$ cat src/rtl/mem_port_arbiter_pkg.sv
// Shared types for the unified memory port arbiter: request/response
// structs, the source tag enum and zeroed output constants.
package mem_port_arbiter_pkg;

    localparam int ADDR_W = 32;
    localparam int DATA_W = 32;

    typedef struct packed {
        logic              valid;
        logic              write;
        logic [ADDR_W-1:0] addr;
        logic [DATA_W-1:0] wdata;
    } memory_io_req;

    typedef struct packed {
        logic              valid;
        logic [DATA_W-1:0] rdata;
    } memory_io_rsp;

    typedef enum logic {
        SRC_INST = 1'b0,
        SRC_DATA = 1'b1
    } arb_src_t;

    localparam memory_io_req ARB_RESET     = '0;
    localparam memory_io_rsp ARB_RSP_RESET = '0;

    // Pass a response through to a channel only when it is selected.
    function automatic memory_io_rsp route_rsp(input logic sel, input memory_io_rsp rsp);
        return sel ? rsp : ARB_RSP_RESET;
    endfunction

endpackage

$ cat src/rtl/mem_port_arbiter_tag_fifo.sv
// In-order FIFO of source tags, one entry per granted request that is
// still waiting for its memory response.
module arb_tag_fifo
    import mem_port_arbiter_pkg::*;
#(
    parameter  int DEPTH = 2,
    localparam int CNT_W = $clog2(DEPTH + 1),
    localparam int PTR_W = (DEPTH > 1) ? $clog2(DEPTH) : 1
) (
    input  logic             clk,
    input  logic             reset,
    input  logic             push,
    input  arb_src_t         push_src,
    input  logic             pop,
    output arb_src_t         head,
    output logic [CNT_W-1:0] count,
    output logic             empty,
    output logic             full
);

    arb_src_t         mem_q [DEPTH];
    arb_src_t         mem_d [DEPTH];
    logic [PTR_W-1:0] wr_ptr_q, wr_ptr_d;
    logic [PTR_W-1:0] rd_ptr_q, rd_ptr_d;
    logic [CNT_W-1:0] count_q, count_d;
    logic             push_ok, pop_ok;

    // Pointers wrap at DEPTH, which need not be a power of two.
    function automatic logic [PTR_W-1:0] ptr_next(input logic [PTR_W-1:0] p);
        return (p == PTR_W'(DEPTH - 1)) ? '0 : p + PTR_W'(1);
    endfunction

    assign empty = (count_q == '0);
    assign full  = (count_q == CNT_W'(DEPTH));
    assign count = count_q;
    assign head  = mem_q[rd_ptr_q];

    // Next-state for storage, pointers and occupancy; over/underflow is ignored.
    always_comb begin
        push_ok  = push && !full;
        pop_ok   = pop && !empty;
        mem_d    = mem_q;
        wr_ptr_d = wr_ptr_q;
        rd_ptr_d = rd_ptr_q;
        count_d  = count_q;
        if (push_ok) begin
            mem_d[wr_ptr_q] = push_src;
            wr_ptr_d        = ptr_next(wr_ptr_q);
        end
        if (pop_ok) begin
            rd_ptr_d = ptr_next(rd_ptr_q);
        end
        if (push_ok && !pop_ok) begin
            count_d = count_q + CNT_W'(1);
        end else if (pop_ok && !push_ok) begin
            count_d = count_q - CNT_W'(1);
        end
    end

    // FIFO state registers, cleared asynchronously.
    always_ff @(posedge clk or posedge reset) begin
        if (reset) begin
            for (int i = 0; i < DEPTH; i++) begin
                mem_q[i] <= SRC_INST;
            end
            wr_ptr_q <= '0;
            rd_ptr_q <= '0;
            count_q  <= '0;
        end else begin
            mem_q    <= mem_d;
            wr_ptr_q <= wr_ptr_d;
            rd_ptr_q <= rd_ptr_d;
            count_q  <= count_d;
        end
    end

endmodule

$ cat src/rtl/mem_port_arbiter.sv
// Shares one memory port between instruction fetch and data channels:
// combinational grant with data priority and fetch anti-starvation,
// and in-order routing of responses back to the issuing channel.
module mem_port_arbiter
    import mem_port_arbiter_pkg::*;
#(
    parameter  int MAX_OUTSTANDING = 2,
    parameter  int STARVE_LIMIT    = 4,
    localparam int OCC_W           = $clog2(MAX_OUTSTANDING + 1),
    localparam int STARVE_W        = $clog2(STARVE_LIMIT + 1)
) (
    input  logic             clk,
    input  logic             reset,
    input  memory_io_req     inst_req,
    output logic             inst_ready,
    output memory_io_rsp     inst_rsp,
    input  memory_io_req     data_req,
    output logic             data_ready,
    output memory_io_rsp     data_rsp,
    output memory_io_req     mem_req,
    input  memory_io_rsp     mem_rsp,
    output logic [OCC_W-1:0] outstanding,
    output logic             rsp_error
);

    logic [STARVE_W-1:0] starve_cnt_q, starve_cnt_d;
    logic                rsp_error_q, rsp_error_d;
    logic                can_issue, starved;
    logic                grant_inst, grant_data;
    logic                push, pop;
    arb_src_t            push_src, head_src;
    logic                fifo_empty, fifo_full;
    logic [OCC_W-1:0]    occ;

    arb_tag_fifo #(
        .DEPTH    (MAX_OUTSTANDING)
    ) u_tag_fifo (
        .clk      (clk),
        .reset    (reset),
        .push     (push),
        .push_src (push_src),
        .pop      (pop),
        .head     (head_src),
        .count    (occ),
        .empty    (fifo_empty),
        .full     (fifo_full)
    );

    // Pick a winner: data by default, fetch alone or once data has starved it.
    always_comb begin
        can_issue  = !fifo_full && !reset;
        starved    = (starve_cnt_q == STARVE_W'(STARVE_LIMIT));
        grant_inst = can_issue && inst_req.valid && (!data_req.valid || starved);
        grant_data = can_issue && data_req.valid && !grant_inst;
        push       = grant_inst || grant_data;
        push_src   = grant_inst ? SRC_INST : SRC_DATA;
        inst_ready = grant_inst;
        data_ready = grant_data;
        mem_req    = ARB_RESET;
        if (grant_inst) begin
            mem_req = inst_req;
        end else if (grant_data) begin
            mem_req = data_req;
        end
    end

    // Count consecutive data wins over a waiting fetch, saturating at the limit.
    always_comb begin
        starve_cnt_d = starve_cnt_q;
        if (!inst_req.valid || grant_inst) begin
            starve_cnt_d = '0;
        end else if (grant_data && !starved) begin
            starve_cnt_d = starve_cnt_q + STARVE_W'(1);
        end
    end

    // Route each response by the oldest tag; a response with no tag is an error.
    always_comb begin
        pop         = mem_rsp.valid && !fifo_empty && !reset;
        rsp_error_d = rsp_error_q || (mem_rsp.valid && fifo_empty);
        inst_rsp    = route_rsp(pop && (head_src == SRC_INST), mem_rsp);
        data_rsp    = route_rsp(pop && (head_src == SRC_DATA), mem_rsp);
    end

    // Starvation counter and sticky error flag.
    always_ff @(posedge clk or posedge reset) begin
        if (reset) begin
            starve_cnt_q <= '0;
            rsp_error_q  <= 1'b0;
        end else begin
            starve_cnt_q <= starve_cnt_d;
            rsp_error_q  <= rsp_error_d;
        end
    end

    assign outstanding = occ;
    assign rsp_error   = rsp_error_q;

endmodule

$ cat config.mk
export PLATFORM = sky130hd
export DESIGN_NAME = mem_port_arbiter
export DESIGN_NICKNAME = d
export VERILOG_FILES = /design/src/rtl/mem_port_arbiter_pkg.sv /design/src/rtl/mem_port_arbiter_tag_fifo.sv /design/src/rtl/mem_port_arbiter.sv
export SDC_FILE = /design/constraint.sdc
export NUM_CORES = 1
export LEC_CHECK = 0
export CAP_MARGIN = 20
export CORE_AREA = 2 2 118 120
export DETAILED_ROUTE_END_ITERATION = 8
export DIE_AREA = 0 0 120 122
export PLACE_DENSITY = 0.61
export SKIP_LAST_GASP = 1
export SLEW_MARGIN = 5
export SYNTH_ARGS = -nofsm -noshare
export SYNTH_HDL_FRONTEND = slang
export SYNTH_SLANG_ARGS = --single-unit
$ cat constraint.sdc
create_clock -name clk -period 2.6 [get_ports clk]
set_clock_uncertainty 0.15 [all_clocks]
set_input_delay 0.26 -clock clk [delete_from_list [all_inputs] [get_ports clk]]
set_output_delay 0.26 -clock clk [all_outputs]
set_load 0.02 [all_outputs]
==> results of run 1 <==
cells by family (layout without fill, tap and decap cells):
kind of cell	Yosys count	after routing	synth area share, %
AO/OA/AOI/OAI	12	12	3.182
XOR/XNOR	5	5	1.688
adder cells (fa/ha/maj)	3	3	1.447
buffers and inverters	55	332	10.08
flip-flops	10	10	9.643
multiplexers	66	66	25.46
AND/OR/NAND/NOR	215	215	48.51
through the flow:
step / power (mW) / utilization, %
floorplan: 1.504 / -
global placement: 2.488 / 43.50
detailed placement: 2.519 / 43.50
CTS: 2.775 / 43.76
global route: 2.943 / 44.55
finish: 2.762 / 44.55
registers in the layout, indices dropped and copies added, names as in the netlist:
signal,cells
u_tag_fifo.mem_q,2
rsp_error,1
u_tag_fifo.count,2
u_tag_fifo.wr_ptr_q,1
u_tag_fifo.rd_ptr_q,1
starve_cnt_q,3
synth_stat cells:
master,instances
sky130_fd_sc_hd__buf_2,14
sky130_fd_sc_hd__mux2i_1,66
sky130_fd_sc_hd__buf_6,2
sky130_fd_sc_hd__nor3_1,2
sky130_fd_sc_hd__inv_1,3
sky130_fd_sc_hd__nor2_1,5
sky130_fd_sc_hd__o21ai_0,2
sky130_fd_sc_hd__a21boi_2,1
sky130_fd_sc_hd__o21ai_1,1
sky130_fd_sc_hd__inv_2,1
sky130_fd_sc_hd__nor2b_1,3
sky130_fd_sc_hd__a21o_1,1
sky130_fd_sc_hd__nor3_2,1
sky130_fd_sc_hd__or2_1,1
sky130_fd_sc_hd__nor3b_1,1
sky130_fd_sc_hd__dfrtp_1,10
sky130_fd_sc_hd__o311ai_0,1
sky130_fd_sc_hd__and2_1,65
sky130_fd_sc_hd__xnor2_1,3
sky130_fd_sc_hd__buf_4,6
sky130_fd_sc_hd__xor2_1,2
sky130_fd_sc_hd__nor3b_2,1
sky130_fd_sc_hd__buf_1,2
sky130_fd_sc_hd__a31oi_1,4
sky130_fd_sc_hd__a21boi_1,2
sky130_fd_sc_hd__clkbuf_1,27
sky130_fd_sc_hd__nand3b_1,1
sky130_fd_sc_hd__ha_1,3
sky130_fd_sc_hd__nand4_1,67
sky130_fd_sc_hd__nand2_1,1
sky130_fd_sc_hd__nand2b_1,2
sky130_fd_sc_hd__nand3_1,65
power groups by stage:
| stage | Sequential, mW | Combinational [mW] | Clock (mW) |
|---|---|---|---|
| 2_1_floorplan | 0.271 | 1.23 | 0 |
| 3_3_place_gp | 0.264 | 2.22 | 0 |
| 3_5_place_dp | 0.269 | 2.25 | 0 |
| 4_1_cts | 0.268 | 2.20 | 0.311 |
| 5_1_grt | 0.280 | 2.34 | 0.321 |
| 6_report | 0.271 | 2.18 | 0.308 |
layout make-up:
type	count	area, um^2
multi-input combinational	301	2102
fill	1366	7488
clock buffer	4	88.84
sequential	10	250.2
timing repair buffer	324	3332
tap	180	225.2
inverter	4	17.52
metal layers:
metal  vias to the layer above  share of wire [%]
met4                         0               0.78
met2                       207                 52
met1                      1753                 38
met5                         -                  0
met3                         8                9.4
li1                       1897                  -
worst max-delay path by stage:
stage,to,slack [ns],cells past startpoint,from
6_report,mem_req[21],0.03,8,starve_cnt_q[0]
4_1_cts,mem_req[48],-0.21,7,starve_cnt_q[0]
5_1_grt,mem_req[21],-0.07,8,starve_cnt_q[0]
2_1_floorplan,mem_req[59],0.55,8,starve_cnt_q[0]
3_5_place_dp,mem_req[37],0.01,5,inst_req[65]
3_3_place_gp,mem_req[21],0.03,5,inst_req[65]
what timing repair did:
item                                    4_1_cts  5_1_grt
hold endpoints to repair                      0        0
endpoints found under the setup margin       64       41
cloned                                        0        1
setup buffers                                 0        2
gates resized for setup                      43       26
==> impl_summary.log, run 1 <==
[metrics] depth of the worst register-to-register path: 6
[metrics] setup TNS after final layout: 0 ns
[metrics] final period demand of the worst path: 2.570 ns
[metrics] result of the run: completed
[metrics] number of DRC violations after detailed-routing iteration 0: 117
[metrics] final std cell area, no fill: 6016 um^2
[metrics] switching power as a share of total power: 47.01%
[metrics] Root Buffer Master: sky130_fd_sc_hd__clkbuf_16
[metrics] Final nets: 814
[metrics] sum of overflow across all layers after global routing: 0
[metrics] antenna fix cells: 0
[metrics] internal cell power: 1.464 mW
[metrics] number of standard-cell rows in the floorplan: 43
[metrics] highest net fanout along the worst path: 21
[metrics] number of instances in the placed design: 816
[metrics] final cell count without fillers: 823
[metrics] Yosys warnings: 0
[metrics] Netlist cell types: 32
[metrics] relative contribution of combinational cells to total power: 79.0%
[metrics] clk slew on worst S/H paths: 0.04 ns
[metrics] instance count of the mapped netlist: 366
[metrics] Worst path top cell family by delay: buffers and inverters
[metrics] Final Hold Vio Count: 0
[metrics] Max Buffers Root-to-Sink: 2
[metrics] maximum capacitance violations: 0
[metrics] min setup slack post-route: 0.02987 ns
[metrics] cell area after synthesis: 2595 um^2
[metrics] LEAKAGE: 2.777 nW
[metrics] RR Endpoint: u_tag_fifo.count[1]
[metrics] routing usage on met3: 4.401%
[metrics] die footprint: 14640 um^2
[metrics] tightest hold margin: 0.3274 ns
[metrics] power density normalized to cell area: 459.1 nW/um^2
[metrics] floorplan die height: 122 um
[metrics] setup repair after global routing missed its margin: true
[metrics] layer carrying the most global-route usage: met2
[metrics] Slew HR: 75.95%
[metrics] maximum operating frequency: 0.3891 GHz
[metrics] transition time at the pin with the least slew margin: 0.3580 ns
[metrics] pre-CTS setup slack: 0.01447 ns
[metrics] critical path launch point type: register
[metrics] dominant cells by area after synthesis: sky130_fd_sc_hd__mux2i_1, sky130_fd_sc_hd__nand4_1, sky130_fd_sc_hd__and2_1
[metrics] Worst setup EP type: output port
[metrics] Tot GR Track Use: 15.51%
[metrics] detailed-route wire length per cell: 15.64 um
[metrics] first drt pass iteration count: 4
[metrics] Avg Cell Area, Syn: 7.090 um^2
[metrics] post-synth net total: 536
[metrics] fraction of the cycle the final worst path needs: 98.85%
[metrics] WHS Endpoint: u_tag_fifo.mem_q[0]
[metrics] number of instances on the worst hold path: 1
[metrics] initial cell density of the core: 19.22%
[metrics] area growth from synthesis to layout: 131.8%
[metrics] number of buffers created by CTS: 3
[metrics] number of design rule violations left after detail routing: 0
[metrics] CP Cell Sequence: inv_1, ha_1, a21boi_2, nor2b_4, buf_4, buf_12, mux2i_1, dlygate4sd2_1
[metrics] area share of the largest cell type after synthesis: 25.46%
[metrics] total buffers and inverters traversed by the critical path: 4
[metrics] portion of the post-synthesis area used by sequential elements: 9.643%
[metrics] TritonCTS clock tree: built
[metrics] Clk pwr share: 11.2%
[metrics] Hold Crit Class: reg2reg
[metrics] number of buffer cells added on primary ports: 303
[metrics] register-to-register setup slack: 0.70 ns
[metrics] HPWL Detailed: 10110 um
[metrics] number of nets still failing antenna checks after routing: 0
[metrics] sw power: 1.299 mW
[metrics] global-route wire length before repair: 18690 um
[metrics] standard cell area after detailed placement: 5874 um^2
[metrics] number of top-level pins: 304
[metrics] placer congestion estimate: 0.7596
[metrics] cell type with the highest aggregate area in the netlist: sky130_fd_sc_hd__mux2i_1
[metrics] Hold-fix buffers, CTS: 0
[metrics] horizontal die dimension: 120 um
[metrics] total count of max-transition violations in the final report: 0
[metrics] worst reg2reg startpoint: u_tag_fifo.count[1]
[metrics] Sinks on Clock Net: 10
[metrics] number of vias per cell: 4.696
[metrics] via total after detailed routing: 3865
[metrics] antenna violations before repair: 0
[metrics] met1 Track Usage GR: 16.02%
[metrics] Arrival @ worst endpoint: 2.16 ns
[metrics] worst voltage drop across the vdd grid: 0.3127 mV
[metrics] core region area: 13500 um^2
[metrics] number of H-tree levels: 1
[metrics] met2 track demand over resource in global routing: 31.29%
[metrics] ratio of cells with drive above 1 in the final layout: 5.443%
[metrics] final count of negative-setup-slack endpoints: 0
[metrics] Worst Path Class, Setup: reg2out
[metrics] Total Wirelength: 12870 um
[metrics] cell with the biggest individual delay on the critical path: sky130_fd_sc_hd__dfrtp_1
[metrics] most frequent standard cell in the layout excluding fill and tap cells: sky130_fd_sc_hd__clkdlybuf4s50_1
[metrics] post-synthesis register bit count: 10
[metrics] most frequent cells in the layout: sky130_fd_sc_hd__clkdlybuf4s50_1, sky130_fd_sc_hd__nand4_1, sky130_fd_sc_hd__and2_1, sky130_fd_sc_hd__nand3_1, sky130_fd_sc_hd__mux2i_1
[metrics] worst hold path startpoint: u_tag_fifo.wr_ptr_q
[metrics] data required time of the worst path: 2.19 ns
[metrics] sequential fraction of design power: 9.8%
[metrics] number of global-route vias before repair: 3766
[metrics] maximum number of pins on one net before global-route repair: 76
[metrics] clock latency on the worst-skew pair: 0.24 ns
[metrics] Slowest Stage Delay on Critical Path: 0.39 ns
(Power assumes the default switching activity.)
==> run 2, diff against run 1 <==
CORE_AREA = 2 2 119 121   (was 2 2 118 120)
DIE_AREA = 0 0 121 123   (was 0 0 120 122)
PLACE_DENSITY = 0.53   (was 0.61)
SYNTH_HIERARCHICAL = 1   (was not set)
==> run 2 against run 1 <==
  * Register-to-register slack worse by 0.24 ns
  * Fmax grew 2.6%
  * Routed wire length decreased by 4.0%
  * Global-route usage down 0.97 points
  * Utilization down 7.8 points
  * Sequential share of layout area increased by 0.84 points
  * Sequential cell count is the same
  * Die area rose by 1.7%
  * Critical path depth is the same
  * First-iteration DRC count decreased by 22%
  * Worst hold slack worse by 0.15 ns
  * Non-clock buffer count increased by 9
  * Critical path type unchanged
==> impl_summary.log, run 2 <==
[metrics] detailed-route wire length per cell: 17.62 um (+13%)
[metrics] final cell count without fillers: 701 (-15%)
[metrics] area share of the largest cell type after synthesis: 33.75% (+8.3 points)
[metrics] Max Buffers Root-to-Sink: 2 (unchanged)
[metrics] via total after detailed routing: 2976 (-23%)
[metrics] Slew HR: 76.75% (+0.80 points)
[metrics] Synth Area in Adders: 2.226% (+0.78 points)
[metrics] number of instances in the placed design: 689 (-16%)
[metrics] Final nets: 692 (-15%)
[metrics] post-synth net total: 378 (-29%)
[metrics] cell type with the highest aggregate area in the netlist: sky130_fd_sc_hd__a22o_1
[metrics] ratio of cells with drive above 1 in the final layout: 19.00% (+14 points)
[metrics] sum of overflow across all layers after global routing: 0 (unchanged)
[metrics] LEAKAGE: 2.489 nW (-10%)
[metrics] maximum capacitance violations: 0 (unchanged)
[metrics] data required time of the worst path: 2.19 ns (about the same)
[metrics] fin util: 36.77% (-7.8 points)
[metrics] setup repair after global routing missed its margin: true
[metrics] final count of negative-setup-slack endpoints: 0 (unchanged)
[metrics] EDFF count, synth: 0 (unchanged)
[metrics] cell area after synthesis: 1687 um^2 (-35%)
[metrics] XOR/XNOR Fraction of Synth Area: 2.596% (+0.91 points)
[metrics] number of top-level pins: 304 (unchanged)
[metrics] transition time at the pin with the least slew margin: 0.3452 ns (-0.01284 ns)
[metrics] Root Buffer Master: sky130_fd_sc_hd__clkbuf_16
[metrics] tightest hold margin: 0.1790 ns (-0.1484 ns)
[metrics] WL met2: 6394 um (-4.6%)
[metrics] die footprint: 14880 um^2 (+1.7%)
[metrics] number of H-tree levels: 1 (unchanged)
[metrics] Avg Cell Area, Syn: 8.109 um^2 (+14%)
[metrics] placer congestion estimate: 0.8509 (+12%)
[metrics] final period demand of the worst path: 2.505 ns (-0.06471 ns)
[metrics] number of standard-cell rows in the floorplan: 43 (unchanged)
[metrics] highest net fanout along the worst path: 31 (+48%)
[metrics] number of buffer cells added on primary ports: 303 (unchanged)
[metrics] antenna fix cells: 0 (unchanged)
[metrics] critical path launch point type: register
[metrics] Hold Crit Class: in2async
[metrics] floorplan die height: 123 um (+0.82%)
[metrics] post-synthesis register bit count: 10 (unchanged)
[metrics] result of the run: completed
[metrics] first drt pass iteration count: 6 (+2)
[metrics] Arrival @ worst endpoint: 2.10 ns (-0.06 ns)
[metrics] Sequential cell area: 250.2 um^2 (unchanged)
[metrics] number of global-route vias before repair: 2906 (-23%)
[metrics] clock latency on the worst-skew pair: 0.23 ns (about the same)
[metrics] maximum operating frequency: 0.3991 GHz (+2.6%)
[metrics] min setup slack post-route: 0.09458 ns (+0.06471 ns)
[metrics] instance count of the mapped netlist: 208 (-43%)
[metrics] Post-synth top cells: sky130_fd_sc_hd__a22o_1, sky130_fd_sc_hd__and2_1, sky130_fd_sc_hd__and3_1, sky130_fd_sc_hd__clkbuf_1, sky130_fd_sc_hd__dfrtp_1
[metrics] core region area: 13610 um^2 (+0.80%)
[metrics] standard cell area after detailed placement: 5017 um^2 (-15%)
[metrics] fraction of the cycle the final worst path needs: 96.36% (-2.5 points)
[metrics] Total Wirelength: 12350 um (-4.0%)
[metrics] setup TNS after final layout: 0 ns (unchanged)
[metrics] initial cell density of the core: 12.39% (-6.8 points)
[metrics] routed length on met1: 4564 um (-5.9%)
[metrics] async set or reset register ratio after synthesis: 100.0% (unchanged)
[metrics] number of nets still failing antenna checks after routing: 0 (unchanged)
[metrics] area growth from synthesis to layout: 196.7%
[metrics] mux contribution to synthesized area: 2.003% (-23 points)
[metrics] Tot GR Track Use: 14.54% (-0.97 points)
[metrics] most frequent standard cell in the layout excluding fill and tap cells: sky130_fd_sc_hd__clkdlybuf4s50_1
[metrics] Yosys warnings: 6 (+6)
[metrics] dominant cells by area after synthesis: sky130_fd_sc_hd__a22o_1, sky130_fd_sc_hd__dfrtp_1, sky130_fd_sc_hd__and2_1
[metrics] main combinational cell family by area after synthesis: compound AO/OA/AOI/OAI gates
[metrics] TritonCTS clock tree: built
[metrics] Final Hold Vio Count: 0 (unchanged)
[metrics] Worst setup EP type: output port
[metrics] power density normalized to cell area: 477.5 nW/um^2 (+4.0%)
[metrics] worst reg2reg startpoint: u_tag_fifo/count[0]
[metrics] Compound-Gate Fraction of Synth Area: 39.54% (+36 points)
[metrics] flip-flop count of the largest register, all copies and words added: 3 (unchanged)
[metrics] most flop-heavy register: starve_cnt_q
[metrics] top layer used by detailed routing: met4
[metrics] HPWL Detailed: 9546 um (-5.5%)
[metrics] Worst Path Class, Setup: reg2out
[metrics] antenna violations before repair: 0 (unchanged)
[metrics] worst voltage drop across the vdd grid: 0.2357 mV (-25%)
[metrics] Met3 Routed Length: 1228 um (+1.1%)
[metrics] number of vias per cell: 4.245 (-9.6%)
[metrics] total count of max-transition violations in the final report: 0 (unchanged)
[metrics] dominant register cell in the synthesized netlist: sky130_fd_sc_hd__dfrtp_1
[metrics] horizontal die dimension: 121 um (+0.83%)
[metrics] cell with the most instances after synthesis: sky130_fd_sc_hd__a22o_1
[metrics] basic-gate share of the synthesized area counting and, or, nand and nor cells: 29.67% (-19 points)
[metrics] post-route total power: 2.390 mW (-13%)
[metrics] final std cell area, no fill: 5005 um^2 (-17%)
[metrics] portion of the post-synthesis area used by sequential elements: 14.84% (+5.2 points)
[metrics] clk slew on worst S/H paths: 0.04 ns (about the same)
[metrics] most frequent cells in the layout: sky130_fd_sc_hd__clkdlybuf4s50_1, sky130_fd_sc_hd__a22o_1, sky130_fd_sc_hd__dlygate4sd2_1
[metrics] Sinks on Clock Net: 10 (unchanged)
[metrics] maximum number of pins on one net before global-route repair: 64 (-16%)
[metrics] number of DRC violations after detailed-routing iteration 0: 91 (-22%)
[metrics] depth of the worst register-to-register path: 9 (+3)
[metrics] area occupied by multi-input gates: 1310 um^2 (-38%)
[metrics] number of buffers created by CTS: 3 (unchanged)
[metrics] number of design rule violations left after detail routing: 0 (unchanged)
[metrics] final-layout fill cell count: 1447 (+5.9%)
[metrics] register-to-register setup slack: 0.46 ns (-0.24 ns)
[metrics] Netlist cell types: 32 (unchanged)
[metrics] pre-CTS setup slack: -0.1933 ns (-0.2078 ns)
[metrics] global-route wire length before repair: 16780 um (-10%)
[metrics] RR Endpoint: u_tag_fifo/count[1]
[run 2: cell types whose count changed after synthesis, sizes merged, moves of 4 or more]
cell,before,now
mux2i,66,0
a22o,0,65
nand4,67,2
nand3,65,1
and3,0,32
and2,65,34
clkbuf,27,11
buf,24,13
a31oi,4,0
[run 2: final cells by class]
class,instances,area share [%]
Tap cell,180,4.500
Clock buffer,4,1.775
Sequential cell,10,5.000
Timing Repair Buffer,333,62.03
Multi-Input combinational cell,167,26.18
Inverter,7,0.5250
[run 2: what timing repair did]
item                       CTS  global route
gates cloned                 3             2
pin swaps                    1             1
hold buffers                 0             0
setup endpoints to repair  130            70
setup buffers                2             1
resized for setup          132           105
[run 2: worst max path at each step]
stage / start / endpoint / slack [ns]
2_1_floorplan: u_tag_fifo/count[0] / mem_req[56] / 0.28
4_1_cts: starve_cnt_q[0] / mem_req[38] / -0.03
3_3_place_gp: reset / mem_req[38] / -0.16
3_5_place_dp: reset / mem_req[38] / -0.19
5_1_grt: starve_cnt_q[0] / mem_req[62] / -0.02
6_report: starve_cnt_q[0] / mem_req[48] / 0.09
[run 2: per-layer routing]
metal	up-vias	global-route usage (%)
li1	1418	-
met4	0	1.890
met5	-	0
met1	1397	16.85
met2	149	26.33
met3	12	5.212
[run 2: cells by family after synthesis]
| family | Yosys count |
|---|---|
| DFF | 10 |
| adders and majority gates | 3 |
| xor gates and xnor gates | 5 |
| AOI/OAI and AO/OA | 77 |
| buffers and inverters | 31 |
| and+or+nand+nor | 79 |
| muxes | 3 |
[run 2: report_power, final]
part,switching [mW],total [mW],internal (mW)
Sequential,0.0315,0.241,0.210
Clock,0.0710,0.302,0.231
Combinational,0.936,1.85,0.911
[run 2: critical path, stage by stage (launching register included)]
cell	delay [ns]
sky130_fd_sc_hd__dfrtp_1	0.37
sky130_fd_sc_hd__inv_1	0.08
sky130_fd_sc_hd__ha_2	0.18
sky130_fd_sc_hd__nand2_2	0.08
sky130_fd_sc_hd__buf_4	0.16
sky130_fd_sc_hd__o211a_4	0.27
sky130_fd_sc_hd__clkbuf_16	0.21
sky130_fd_sc_hd__a22o_1	0.18
sky130_fd_sc_hd__dlygate4sd2_1	0.31
==> run 3, diff against run 2 <==
PLACE_DENSITY = 0.55   (was 0.53)
clock period = 2.3 ns   (was 2.6 ns; I/O delays follow)
==> run 3 against run 2 <==
  * The flow now finishes with violations (negative setup slack)
  * Critical path depth increased by 2
  * Largest power group unchanged
  * First-iteration DRC count grew 48%
  * Sequential cell count stayed put
  * Utilization rose by 5.1 points
  * Worst hold slack lost 0.037 ns
  * Power grew 30%
  * Cell count grew 3.4%
  * Clock power increased by 15%
  * Setup slack worse by 0.20 ns
  * Die area is the same
==> impl_summary.log, run 3 (same netlist as run 2, synthesis figures left out) <==
[metrics] final-layout fill cell count: 1345 (-7.0%)
[metrics] maximum operating frequency: 0.4149 GHz
[metrics] antenna fix cells: 0 (unchanged)
[metrics] number of instances in the placed design: 689 (unchanged)
[metrics] HPWL Detailed: 9550 um (about the same)
[metrics] number of H-tree levels: 1 (unchanged)
[metrics] result of the run: finished with violations
[metrics] setup repair after global routing missed its margin: true
[metrics] min setup slack post-route: -0.1100 ns (-0.2046 ns)
[metrics] Max Buffers Root-to-Sink: 2 (unchanged)
[metrics] area growth from synthesis to layout: 237.8%
[metrics] number of nets still failing antenna checks after routing: 0 (unchanged)
[metrics] initial cell density of the core: 12.39% (unchanged)
[metrics] number of buffers created by CTS: 3 (unchanged)
[metrics] placer congestion estimate: 0.8454 (-0.65%)
[metrics] global-route wire length before repair: 19290 um (+15%)
[metrics] Arrival @ worst endpoint: 2.03 ns (-0.07 ns)
[metrics] Total Wirelength: 13620 um (+10%)
[metrics] number of DRC violations after detailed-routing iteration 0: 135 (+48%)
[metrics] highest net fanout along the worst path: 5 (-84%)
[metrics] Root Buffer Master: sky130_fd_sc_hd__clkbuf_16
[metrics] power density normalized to cell area: 546.9 nW/um^2 (+15%)
[metrics] first drt pass iteration count: 6 (unchanged)
[metrics] number of top-level pins: 304 (unchanged)
[metrics] ratio of cells with drive above 1 in the final layout: 32.11% (+13 points)
[metrics] final count of negative-setup-slack endpoints: 32 (+32)
[metrics] pre-CTS setup slack: -0.5004 ns (-0.3071 ns)
[metrics] register-to-register setup slack: 0.19 ns (-0.27 ns)
[metrics] final period demand of the worst path: 2.410 ns
[metrics] critical path launch point type: register
[metrics] LEAKAGE: 3.146 nW (+26%)
[metrics] floorplan die height: 123 um (unchanged)
[metrics] Hold Crit Class: in2async
[metrics] Tot GR Track Use: 16.93% (+2.4 points)
[metrics] horizontal die dimension: 121 um (unchanged)
[metrics] worst reg2reg startpoint: u_tag_fifo/count[0]
[metrics] die footprint: 14880 um^2 (unchanged)
[metrics] TritonCTS clock tree: built
[metrics] Worst setup EP type: output port
[metrics] antenna violations before repair: 0 (unchanged)
[metrics] transition time at the pin with the least slew margin: 0.3033 ns (-0.04189 ns)
[metrics] via total after detailed routing: 3077 (+3.4%)
[metrics] maximum capacitance violations: 0 (unchanged)
[metrics] data required time of the worst path: 1.92 ns (-0.27 ns)
[metrics] fraction of the cycle the final worst path needs: 104.8%
[metrics] violations in the final reports: negative setup slack
[metrics] total count of max-transition violations in the final report: 0 (unchanged)
[metrics] final cell count without fillers: 725 (+3.4%)
[metrics] depth of the worst register-to-register path: 10 (+1)
[metrics] most frequent standard cell in the layout excluding fill and tap cells: sky130_fd_sc_hd__clkdlybuf4s50_1
[metrics] Slew HR: 79.75% (+3.0 points)
[metrics] Critical path origin: starve_cnt_q[1]
[metrics] clock latency on the worst-skew pair: 0.24 ns (about the same)
[metrics] Hold-fix buffers, CTS: 0 (unchanged)
[metrics] worst voltage drop across the vdd grid: 0.2242 mV (-4.9%)
[metrics] Final Hold Vio Count: 0 (unchanged)
[metrics] number of global-route vias before repair: 3234 (+11%)
[metrics] clk slew on worst S/H paths: 0.04 ns (about the same)
[metrics] number of standard-cell rows in the floorplan: 43 (unchanged)
[metrics] core region area: 13610 um^2 (unchanged)
[metrics] setup TNS after final layout: -0.9942 ns (-0.9942 ns)
[metrics] Worst Path Class, Setup: reg2out
[metrics] detailed-route wire length per cell: 18.78 um (+6.6%)
[metrics] most flop-heavy register: starve_cnt_q
[metrics] RR Endpoint: u_tag_fifo/count[1]
[metrics] Final nets: 716 (+3.5%)
[metrics] maximum number of pins on one net before global-route repair: 34 (-47%)
[metrics] number of design rule violations left after detail routing: 0 (unchanged)
[metrics] most frequent cells in the layout: sky130_fd_sc_hd__clkdlybuf4s50_1, sky130_fd_sc_hd__a22o_1, sky130_fd_sc_hd__buf_6
[metrics] number of vias per cell: 4.244 (about the same)
[metrics] sum of overflow across all layers after global routing: 0 (unchanged)
[metrics] Sinks on Clock Net: 10 (unchanged)
[metrics] number of buffer cells added on primary ports: 303 (unchanged)
[metrics] capture point of the worst path: mem_req[53]
[metrics] flip-flop count of the largest register, all copies and words added: 3 (unchanged)
==> run 3: cell count changes in the layout (fill, tap and decap cells not counted), sizes merged, moves of 2 or more <==
cell,before,now
buf,49,119
clkbuf,40,38
clkdlybuf4s15,8,0
clkdlybuf4s50,197,167
dlygate4sd2,36,3
dlymetal6s2s,6,34
==> run 3: power by group <==
group	switching, mW	leakage [nW]	internal (mW)
logic	1.17	2.99	1.33
registers	0.0347	0.116	0.237
clock network	0.0853	0.0442	0.262
==> run 3: cell type report <==
cell class / count / area, um^2 / share of cell area, %
clock buffer: 4 / 88.84 / 1.559
inverter: 7 / 26.28 / 0.4611
multi-input combinational: 167 / 1379 / 24.20
sequential: 10 / 250.2 / 4.392
tap: 180 / 225.2 / 3.953
timing repair buffer: 357 / 3729 / 65.44
==> run 3: metrics by stage <==
stage          area [um^2]  hold WS (ns)  power, mW  utilization (%)
6_report              5698        0.1425      3.116            41.86
5_1_grt               5698        0.1728      3.281            41.86
4_1_cts               5582        0.1512      3.076            41.01
3_5_place_dp          5020        0.3049      2.427            36.88
3_3_place_gp          5020        0.2977      2.404            36.88
2_1_floorplan         1687       -0.1539      1.290                -
==> run 3: worst min path at each step <==
| stage | slack, ns | cells after the start | startpoint | to |
|---|---|---|---|---|
| floorplan | -0.15 | 1 | reset | rsp_error |
| global placement | 0.30 | 1 | rsp_error | rsp_error |
| detailed placement | 0.30 | 1 | rsp_error | rsp_error |
| CTS | 0.15 | 3 | reset | rsp_error |
| global route | 0.17 | 3 | reset | rsp_error |
| finish | 0.14 | 3 | reset | starve_cnt_q[2] |
==> run 3: critical path: stages, from the launching register on <==
cell                        delay (ns)
sky130_fd_sc_hd__dfrtp_1          0.38
sky130_fd_sc_hd__inv_2            0.08
sky130_fd_sc_hd__ha_4             0.15
sky130_fd_sc_hd__nand2_4          0.06
sky130_fd_sc_hd__a2111oi_4        0.29
sky130_fd_sc_hd__buf_6            0.20
sky130_fd_sc_hd__buf_12           0.13
sky130_fd_sc_hd__buf_16           0.12
sky130_fd_sc_hd__buf_12           0.11
sky130_fd_sc_hd__a22o_1           0.13
sky130_fd_sc_hd__buf_4            0.13
==> run 3: per-layer routing <==
layer | part of all wire [%] | up-vias | global-route usage (%)
li1 | - | 1469 | -
met1 | 40 | 1461 | 20.74
met2 | 52 | 135 | 31.11
met3 | 6.8 | 12 | 3.229
met4 | 1.4 | 0 | 2.834
met5 | 0 | - | 0
==> run 3: timing repair <==
item,CTS,global route
gates cloned,14,0
pin swaps,24,22
gates resized for setup,394,158
setup buffers,19,3
setup endpoints to repair,133,133
